<file path="src/rtl/alu_seq_ctrl_pkg.sv">
// Shared opcode constants and controller state encoding for alu_seq_ctrl.
package alu_seq_ctrl_pkg;

  localparam logic [4:0] kADD  = 5'h00;
  localparam logic [4:0] kSUB  = 5'h01;
  localparam logic [4:0] kAND  = 5'h02;
  localparam logic [4:0] kXOR  = 5'h03;
  localparam logic [4:0] kSLL  = 5'h04;
  localparam logic [4:0] kSRL  = 5'h05;
  localparam logic [4:0] kMOV  = 5'h06;
  localparam logic [4:0] kCMP  = 5'h07;
  localparam logic [4:0] kBE   = 5'h08;
  localparam logic [4:0] kBL   = 5'h09;
  localparam logic [4:0] kBG   = 5'h0A;
  localparam logic [4:0] kBA   = 5'h0B;
  localparam logic [4:0] kLD   = 5'h0C;
  localparam logic [4:0] kST   = 5'h0D;
  localparam logic [4:0] kHALT = 5'h1F;

  typedef enum logic [2:0] {
    IDLE,
    FETCH,
    EXEC,
    MEM_WAIT,
    WB,
    HALTED
  } ctrl_state_t;

endpackage

</file>
<file path="src/rtl/alu_seq_ctrl_branch_resolve.sv">
// Branch condition evaluation from the latched CMP flags.
module branch_resolve
  import alu_seq_ctrl_pkg::*;
(
  input  logic [4:0] op,
  input  logic       flag_lt,
  input  logic       flag_z,
  output logic       taken
);

  always_comb begin
    taken = 1'b0;
    case (op)
      kBE:     taken = flag_z;
      kBL:     taken = flag_lt;
      kBG:     taken = !flag_z && !flag_lt;
      kBA:     taken = 1'b1;
      default: taken = 1'b0;
    endcase
  end

endmodule

</file>
<file path="src/rtl/alu_seq_ctrl.sv">
// Multi-cycle fetch/exec/mem/writeback sequencer for the core datapath.
// Optional ALU_SEQ_PERF_EN adds saturating cycle and retire counters.
module alu_seq_ctrl
  import alu_seq_ctrl_pkg::*;
#(
  parameter int unsigned PC_W        = 8,
  parameter int unsigned MEM_TIMEOUT = 15
) (
  input  logic            clk,
  input  logic            reset,
  input  logic            start,
  output logic            done,
  output logic            fault,
  output logic [PC_W-1:0] pc,
  input  logic [8:0]      instr,
  output logic [4:0]      alu_op,
  input  logic [7:0]      alu_rslt,
  input  logic            alu_lt,
  input  logic            alu_z,
  output logic            rf_we,
  output logic            rf_wsel,
  output logic            mem_req,
  output logic            mem_we,
  input  logic            mem_ack,
  output logic            flag_lt,
`ifdef ALU_SEQ_PERF_EN
  output logic [15:0]     cyc_cnt,
  output logic [15:0]     ret_cnt,
`endif
  output logic            flag_z
);

  localparam int unsigned WaitW = $clog2(MEM_TIMEOUT + 1);
  localparam logic [PC_W-1:0]  PcOne    = PC_W'(1);
  localparam logic [WaitW-1:0] WaitLast = WaitW'(MEM_TIMEOUT - 1);

  ctrl_state_t     state_q;
  logic [PC_W-1:0] pc_q;
  logic            flag_lt_q, flag_z_q, fault_q, mem_we_q, rf_wsel_q;
  logic [WaitW-1:0] wait_q;
  logic [4:0]      op;
  logic            taken;
  logic            unused_instr;

  assign op           = instr[8:4];
  assign unused_instr = ^instr[3:0];

  branch_resolve u_branch_resolve (
    .op      (op),
    .flag_lt (flag_lt_q),
    .flag_z  (flag_z_q),
    .taken   (taken)
  );

  always_ff @(posedge clk or posedge reset) begin
    if (reset) begin
      state_q   <= IDLE;
      pc_q      <= '0;
      flag_lt_q <= 1'b0;
      flag_z_q  <= 1'b0;
      fault_q   <= 1'b0;
      mem_we_q  <= 1'b0;
      rf_wsel_q <= 1'b0;
      wait_q    <= '0;
    end else begin
      case (state_q)
        IDLE: if (start) state_q <= FETCH;
        FETCH: state_q <= EXEC;
        EXEC: begin
          case (op)
            kADD, kSUB, kAND, kXOR, kSLL, kSRL, kMOV: begin
              rf_wsel_q <= 1'b0;
              state_q   <= WB;
            end
            kCMP: begin
              flag_lt_q <= alu_lt;
              flag_z_q  <= alu_z;
              pc_q      <= pc_q + PcOne;
              state_q   <= FETCH;
            end
            kBE, kBL, kBG, kBA: begin
              // Branch target arrives through the ALU as in_b.
              pc_q    <= taken ? alu_rslt[PC_W-1:0] : pc_q + PcOne;
              state_q <= FETCH;
            end
            kLD, kST: begin
              mem_we_q <= (op == kST);
              wait_q   <= '0;
              state_q  <= MEM_WAIT;
            end
            kHALT: state_q <= HALTED;
            default: begin
              pc_q    <= pc_q + PcOne;
              state_q <= FETCH;
            end
          endcase
        end
        MEM_WAIT: begin
          // Ack wins over a timeout expiring in the same cycle.
          if (mem_ack) begin
            if (mem_we_q) begin
              pc_q    <= pc_q + PcOne;
              state_q <= FETCH;
            end else begin
              rf_wsel_q <= 1'b1;
              state_q   <= WB;
            end
          end else if (wait_q == WaitLast) begin
            fault_q <= 1'b1;
            state_q <= HALTED;
          end else begin
            wait_q <= wait_q + WaitW'(1);
          end
        end
        WB: begin
          pc_q    <= pc_q + PcOne;
          state_q <= FETCH;
        end
        HALTED: begin
          if (start) begin
            pc_q      <= '0;
            flag_lt_q <= 1'b0;
            flag_z_q  <= 1'b0;
            fault_q   <= 1'b0;
            state_q   <= FETCH;
          end
        end
        default: state_q <= IDLE;
      endcase
    end
  end

  // Request and strobes decode straight from state so reset drops them immediately.
  assign done    = (state_q == HALTED);
  assign rf_we   = (state_q == WB);
  assign mem_req = (state_q == MEM_WAIT);
  assign mem_we  = mem_we_q & mem_req;
  assign alu_op  = (state_q == EXEC) ? op : kMOV;
  assign pc      = pc_q;
  assign fault   = fault_q;
  assign flag_lt = flag_lt_q;
  assign flag_z  = flag_z_q;
  assign rf_wsel = rf_wsel_q;

`ifdef ALU_SEQ_PERF_EN
  logic cnt_clr, cyc_inc, ret_inc;

  assign cnt_clr = start && (state_q == IDLE || state_q == HALTED);
  assign cyc_inc = (state_q != IDLE) && (state_q != HALTED);
  assign ret_inc = (state_q == WB) ||
                   (state_q == EXEC && (op == kCMP || op == kBE || op == kBL ||
                                        op == kBG || op == kBA)) ||
                   (state_q == MEM_WAIT && mem_ack && mem_we_q);

  always_ff @(posedge clk or posedge reset) begin
    if (reset) begin
      cyc_cnt <= '0;
      ret_cnt <= '0;
    end else if (cnt_clr) begin
      cyc_cnt <= '0;
      ret_cnt <= '0;
    end else begin
      if (cyc_inc && cyc_cnt != 16'hFFFF) cyc_cnt <= cyc_cnt + 16'd1;
      if (ret_inc && ret_cnt != 16'hFFFF) ret_cnt <= ret_cnt + 16'd1;
    end
  end
`endif

endmodule

</file>
<file path="config.mk">
export PLATFORM = sky130hd
export DESIGN_NAME = alu_seq_ctrl
export DESIGN_NICKNAME = d
export VERILOG_FILES = /design/src/rtl/alu_seq_ctrl_pkg.sv /design/src/rtl/alu_seq_ctrl_branch_resolve.sv /design/src/rtl/alu_seq_ctrl.sv
export SDC_FILE = /design/constraint.sdc
export NUM_CORES = 1
export LEC_CHECK = 0
export CAP_MARGIN = 0
export CORE_ASPECT_RATIO = 0.5
export CORE_UTILIZATION = 50
export DETAILED_ROUTE_END_ITERATION = 10
export MAX_ROUTING_LAYER = met4
export PLACE_DENSITY = 0.85
export SYNTH_ARGS = -nofsm -noshare
export SYNTH_HDL_FRONTEND = slang
export SYNTH_HIERARCHICAL = 1
export SYNTH_SLANG_ARGS = --single-unit
</file>
<file path="constraint.sdc">
create_clock -name clk -period 4 [get_ports clk]
set_clock_uncertainty 0.15 [all_clocks]
set_input_delay 0.8 -clock clk [delete_from_list [all_inputs] [get_ports clk]]
set_output_delay 0.8 -clock clk [all_outputs]
set_load 0.03 [all_outputs]
</file>
## Word-level counts from Yosys, hierarchy flattened

Cells that the tools add are included.

- $add $sub $neg: 2
- Equality and inequality tests: 33
- Mux-type cells: 30
- Bitwise operators: 1
- Reductions and logical operators: 21

Operator list:

| operator | number |
|---|---|
| $mux W8 | 4 |
| $pmux W8 S4 | 1 |
| $eq A5 B4 Y1 const B | 6 |
| $eq A5 B3 Y1 const B | 4 |
| $pmux W8 S2 | 1 |
| $pmux W3 S5 | 1 |
| $ne A2 B1 Y1 const B | 7 |
| $mux W3 | 4 |
| $mux W4 | 3 |
| $reduce_and A4 Y1 | 3 |
| $eq A5 B2 Y1 const B | 2 |
| $ne A2 B2 Y1 const B | 5 |
| $reduce_or A10 Y1 | 1 |
| $pmux W3 S3 | 1 |
| $add A8 B1 Y8 const B | 1 |
| $mux W1 | 8 |
| $pmux W1 S2 | 4 |
| $pmux W4 S2 | 1 |
| $reduce_or A7 Y1 | 1 |
| $eq A3 B2 Y1 const B | 2 |
| $eq A3 B3 Y1 const B | 2 |
| $reduce_bool A2 Y1 | 3 |
| $eq A5 B1 Y1 const B | 1 |
| $eq A5 B5 Y1 const B | 1 |
| 17 further kinds | 20 |

- Register bits: 20
- Bits of input ports: 23
- Output and inout bits: 21

## Depth between registers and ports, before layout

- Depth in word-level cells: 6
- Depth in mapped cells: 9

## Hierarchy

Netlist, hierarchy kept.

By module, submodules not included:

| module | times used | cells each | area an instance (µm²) | sequential area each (µm²) |
|---|---|---|---|---|
| alu_seq_ctrl | 1 | 147 | 1,366.3 | 500.5 |
| branch_resolve | 1 | 7 | 32.5 | 0.0 |

## Worst setup path before layout

OpenSTA, ideal clock, no wires.

- Kind: in2reg
- From: in instr[5]
- To: reg pc_q[2], in the netlist pc[2]
- Setup time: 0.121 ns
- Arrival: 2.028 ns
- Data required time: 3.729 ns
- Slack: 1.701 ns
- Cell stages on the path: 9
- Cells stage by stage: nor2_1 > a22oi_1 > a21oi_1 > and4bb_4 > o21ai_2 > a21oi_4 > buf_6 > o21ai_1 > a22o_1

- Longest elaborated chain between the ends: 5
- Elaborated cells between the ends (all ways): 22
- Classes of those cells: eq/ne: 14; mux: 4; reduce/logical: 4

Ends and longest elaborated chain:

| item | RTL line | RTL |
|---|---|---|
| from (decl) | alu_seq_ctrl.sv:15 | `input logic [8:0] instr,` |
| $eq A5 B4 Y1 | alu_seq_ctrl_branch_resolve.sv:13 | `case (op)` |
| $pmux W1 S4 * | alu_seq_ctrl_branch_resolve.sv:13 |  |
| net taken | alu_seq_ctrl.sv:42 | `logic taken;` |
| $mux W8 * | alu_seq_ctrl.sv:83 | `pc_q <= taken ? alu_rslt[PC_W-1:0] : pc_q + PcOne;` |
| $pmux W8 S2 * | alu_seq_ctrl.sv:70 | `case (op)` |
| $pmux W8 S4 * | alu_seq_ctrl.sv:66 | `case (state_q)` |
| to (signal assigned) | alu_seq_ctrl.sv:78 | `pc_q <= pc_q + PcOne;` |
| to (signal assigned) | alu_seq_ctrl.sv:83 |  |
| to (signal assigned) | alu_seq_ctrl.sv:93 | `pc_q <= pc_q + PcOne;` |
| to (decl) | alu_seq_ctrl.sv:38 | `logic [PC_W-1:0] pc_q;` |

Mark *: on every way through the listed nets, which the timed path passes. The rest lies on a longest branch.
A chain may end at the register's enable or synchronous reset.

## Final worst setup path

- From: in instr[7]
- To: out alu_op[3]

- Longest elaborated chain between the ends: 1

Ends and longest elaborated chain:

| item | RTL line | RTL |
|---|---|---|
| $mux W5 | alu_seq_ctrl.sv:138 | `assign alu_op = (state_q == EXEC) ? op : kMOV;` |
| to (decl) | alu_seq_ctrl.sv:16 | `output logic [4:0] alu_op,` |

Every way passes these cells.

==> results.yml <==
routing:
  dr_total_vias: 1222
  wl_per_cell_um: 13.3
  detail-route-antenna-nets: 0
  drc: 0
  via_per_inst: 5.36
  wirelength_mm: 3.03
  drtIter0Drc: 56
  first_pass_iters: 4
synth:
  avgSynthCellArea_um2: 9.08
  synth_edf_count: 0
  syn_area_um2: 1400
  synthFlopType: "dfrtp_1"
  synth_warnings: 6
  synth_top_area_frac: 0.358
  synthTopCellsByCount: "20 x dfrtp_1, 17 x nor2_1, 15 x nand2_1"
  syn_inst: 154
  yosysMostFrequentCell: "dfrtp_1"
  ys_seq_area_frac: 0.358
  synth_top_area_cell: "dfrtp_1"
  synth_nets: 180
  synthTopCellsByArea: "dfrtp_1 36%, nor2_1 4.6%, nand2_1 4.0%"
  synthArstFlopShare: 1.00
  ys_seq_elements: 20
  synth_cell_types: 44
status:
  status: "complete, no violations"
timing:
  tightestPinTransition_ns: 0.759
  hold_viol_final: 0
  clock.fmax_mhz: 307
  hold-worst-slack_ns: 0.380
  fin_tns_setup_ns: 0
  period_share: 0.815
  setup_viol: 0
  maxSlewViolCount: 0
  finalCriticalPeriod_ns: 3.26
  max_slew_margin: 0.493
  rsz0062_at_grt: "no"
global_routing:
  grt_max_degree: 21
  grt_pass1_vias: 1068
  grt_overflow: 0
  grt.total_usage: 0.227
  grt_pass1_wl_mm: 4.89
  antenna_found_initial: 0
die:
  initial_core_util: 0.534
  dieArea_um2: 3030
  rows: 13
  dieWidth_um: 76.8
  core_area_um2: 2620
  ios: 44
  dieHeight_um: 39.4
power_and_ir_drop:
  max-vdd-ir-drop_mv: 0.443
  p_per_area_nw_per_um2: 674
  p_leak_uw: 0.000780
clock_tree:
  cts_setup_buffers: 0
  htree_levels: 1
  cts_sinks: 20
  clock_path_buffers: 2
  holdBufCountCts: 0
  cts-root-buf: "clkbuf_8"
  clk_pin_slew_ns: 0.08
  cts-resized-gates: 0
  clock_latency_ns: 0.27
  cts_tree: "built"
  numCtsBuffers: 3
layout:
  fill_cells: 206
  fin_nets: 218
  layout.cells.non_filler: 228
  drive_gt1_frac: 0.110
  finalInstanceArea_um2: 1860
  syn_to_final_growth_pct: 33.1
  diodes: 0
  final_util: 0.711
placement:
  gp_congestion: 0.794
  placedCellCount: 224
  placed_area_um2: 1790
  hpwl_mm: 2.22
  placement.io_buffers: 39
critical_path:
  cp_max_fo: 11
  path_buf_inv: 2
  end_kind: "output port"
  critPathTopFamily: "buffers and inverters"
  required_ns: 3.05
  worstPathArrival_ns: 2.31
  startpoint_type: "input port"
  crit_top_cell: "clkdlybuf4s50_1"
  worst-setup-path-type: "in2out"
  reg2reg_slack_ns: 1.87
  crit_path_top_delay_cell: "clkdlybuf4s50_1"
  crit_path_max_incr_delay_ns: 0.66
  crit_chain: "clkdlybuf4s50_1, and2_1, clkdlybuf4s50_1"
worst_hold_path:
  hp-class: "reg2reg"
flow_run:
  drv_cap: 0
cell usage in the layout, fill, tap and decap left out, drive strengths merged, types with 3 or more instances in the layout:
cell | netlist | layout
ha | 3 | 3
o31ai | 6 | 6
and2 | 4 | 4
inv | 8 | 8
clkdlybuf4s50 | 0 | 39
nor2 | 18 | 18
o21ai | 14 | 14
nand2b | 7 | 7
nand2 | 15 | 15
a21oi | 8 | 8
and3 | 5 | 5
dfrtp | 20 | 20
nand3 | 7 | 7
a22o | 6 | 6
clkbuf | 0 | 3
metal layers:
metal | vias to the layer above | GRT usage | routed length, um
met5 | - | - | 0
met4 | 0 | 0.0865 | 18
met3 | 2 | 0.0558 | 142
met2 | 31 | 0.391 | 1360
met1 | 561 | 0.269 | 1510
li1 | 628 | - | -
registers in the layout (all words and copies together), names as in the netlist:
register and count:
fault 1, flag_lt 1, flag_z 1, mem_we_q 1, pc 8, rf_wsel 1, state_q 3, wait_q 4
kinds of logic (layout without fill, tap and decap cells):
| family | after synthesis | count (layout) | synth area share |
|---|---|---|---|
| AND/OR/NAND/NOR | 68 | 68 | 0.279 |
| multiplexers | 2 | 2 | 0.0188 |
| buffers and inverters | 14 | 51 | 0.0537 |
| XOR/XNOR | 2 | 2 | 0.0125 |
| flip-flops | 20 | 20 | 0.358 |
| adder cells (fa/ha/maj) | 3 | 3 | 0.0268 |
| AO/OA/AOI/OAI | 45 | 45 | 0.251 |
worst min-delay path, delay by kind of cell, from the launching register on:
| family | cells | cell delay, ns |
|---|---|---|
| simple gates | 1 | 0.05 |
| compound gates | 1 | 0.08 |
| flops | 1 | 0.37 |
where the power goes:
part	leakage (uW)	internal [uW]	switching [uW]
Sequential	0.000255	280	127
Combinational	0.000490	298	345
Clock	0.0000357	134	72.3
layout make-up:
type | instances | area (um2) | area share
multi-input combinational | 120 | 823 | 0.442
sequential | 20 | 500 | 0.269
inverter | 8 | 30.0 | 0.0161
clock inverter | 1 | 30.0 | 0.0161
clock buffer | 3 | 41.3 | 0.0222
timing repair buffer | 39 | 390 | 0.210
tap | 37 | 46.3 | 0.0249
worst paths after layout:
path                            start        end  cells after the start
setup / recovery             instr[7]  alu_op[3]                      3
hold / removal                rf_wsel    rf_wsel                      2
setup reg to reg           state_q[2]      pc[4]                      5
hold reg to reg               rf_wsel    rf_wsel                      2
max in group asynchronous       reset      pc[5]                      2
min in group asynchronous       reset  wait_q[1]                      2
through the flow:
stage	power (uW)	setup WS, ns
6_report	1260	0.742
4_1_cts	1260	0.741
3_5_place_dp	1050	0.735
5_1_grt	1340	0.670
2_1_floorplan	852	1.70
3_3_place_gp	1030	0.747
Power figures use the tool's default switching activity.
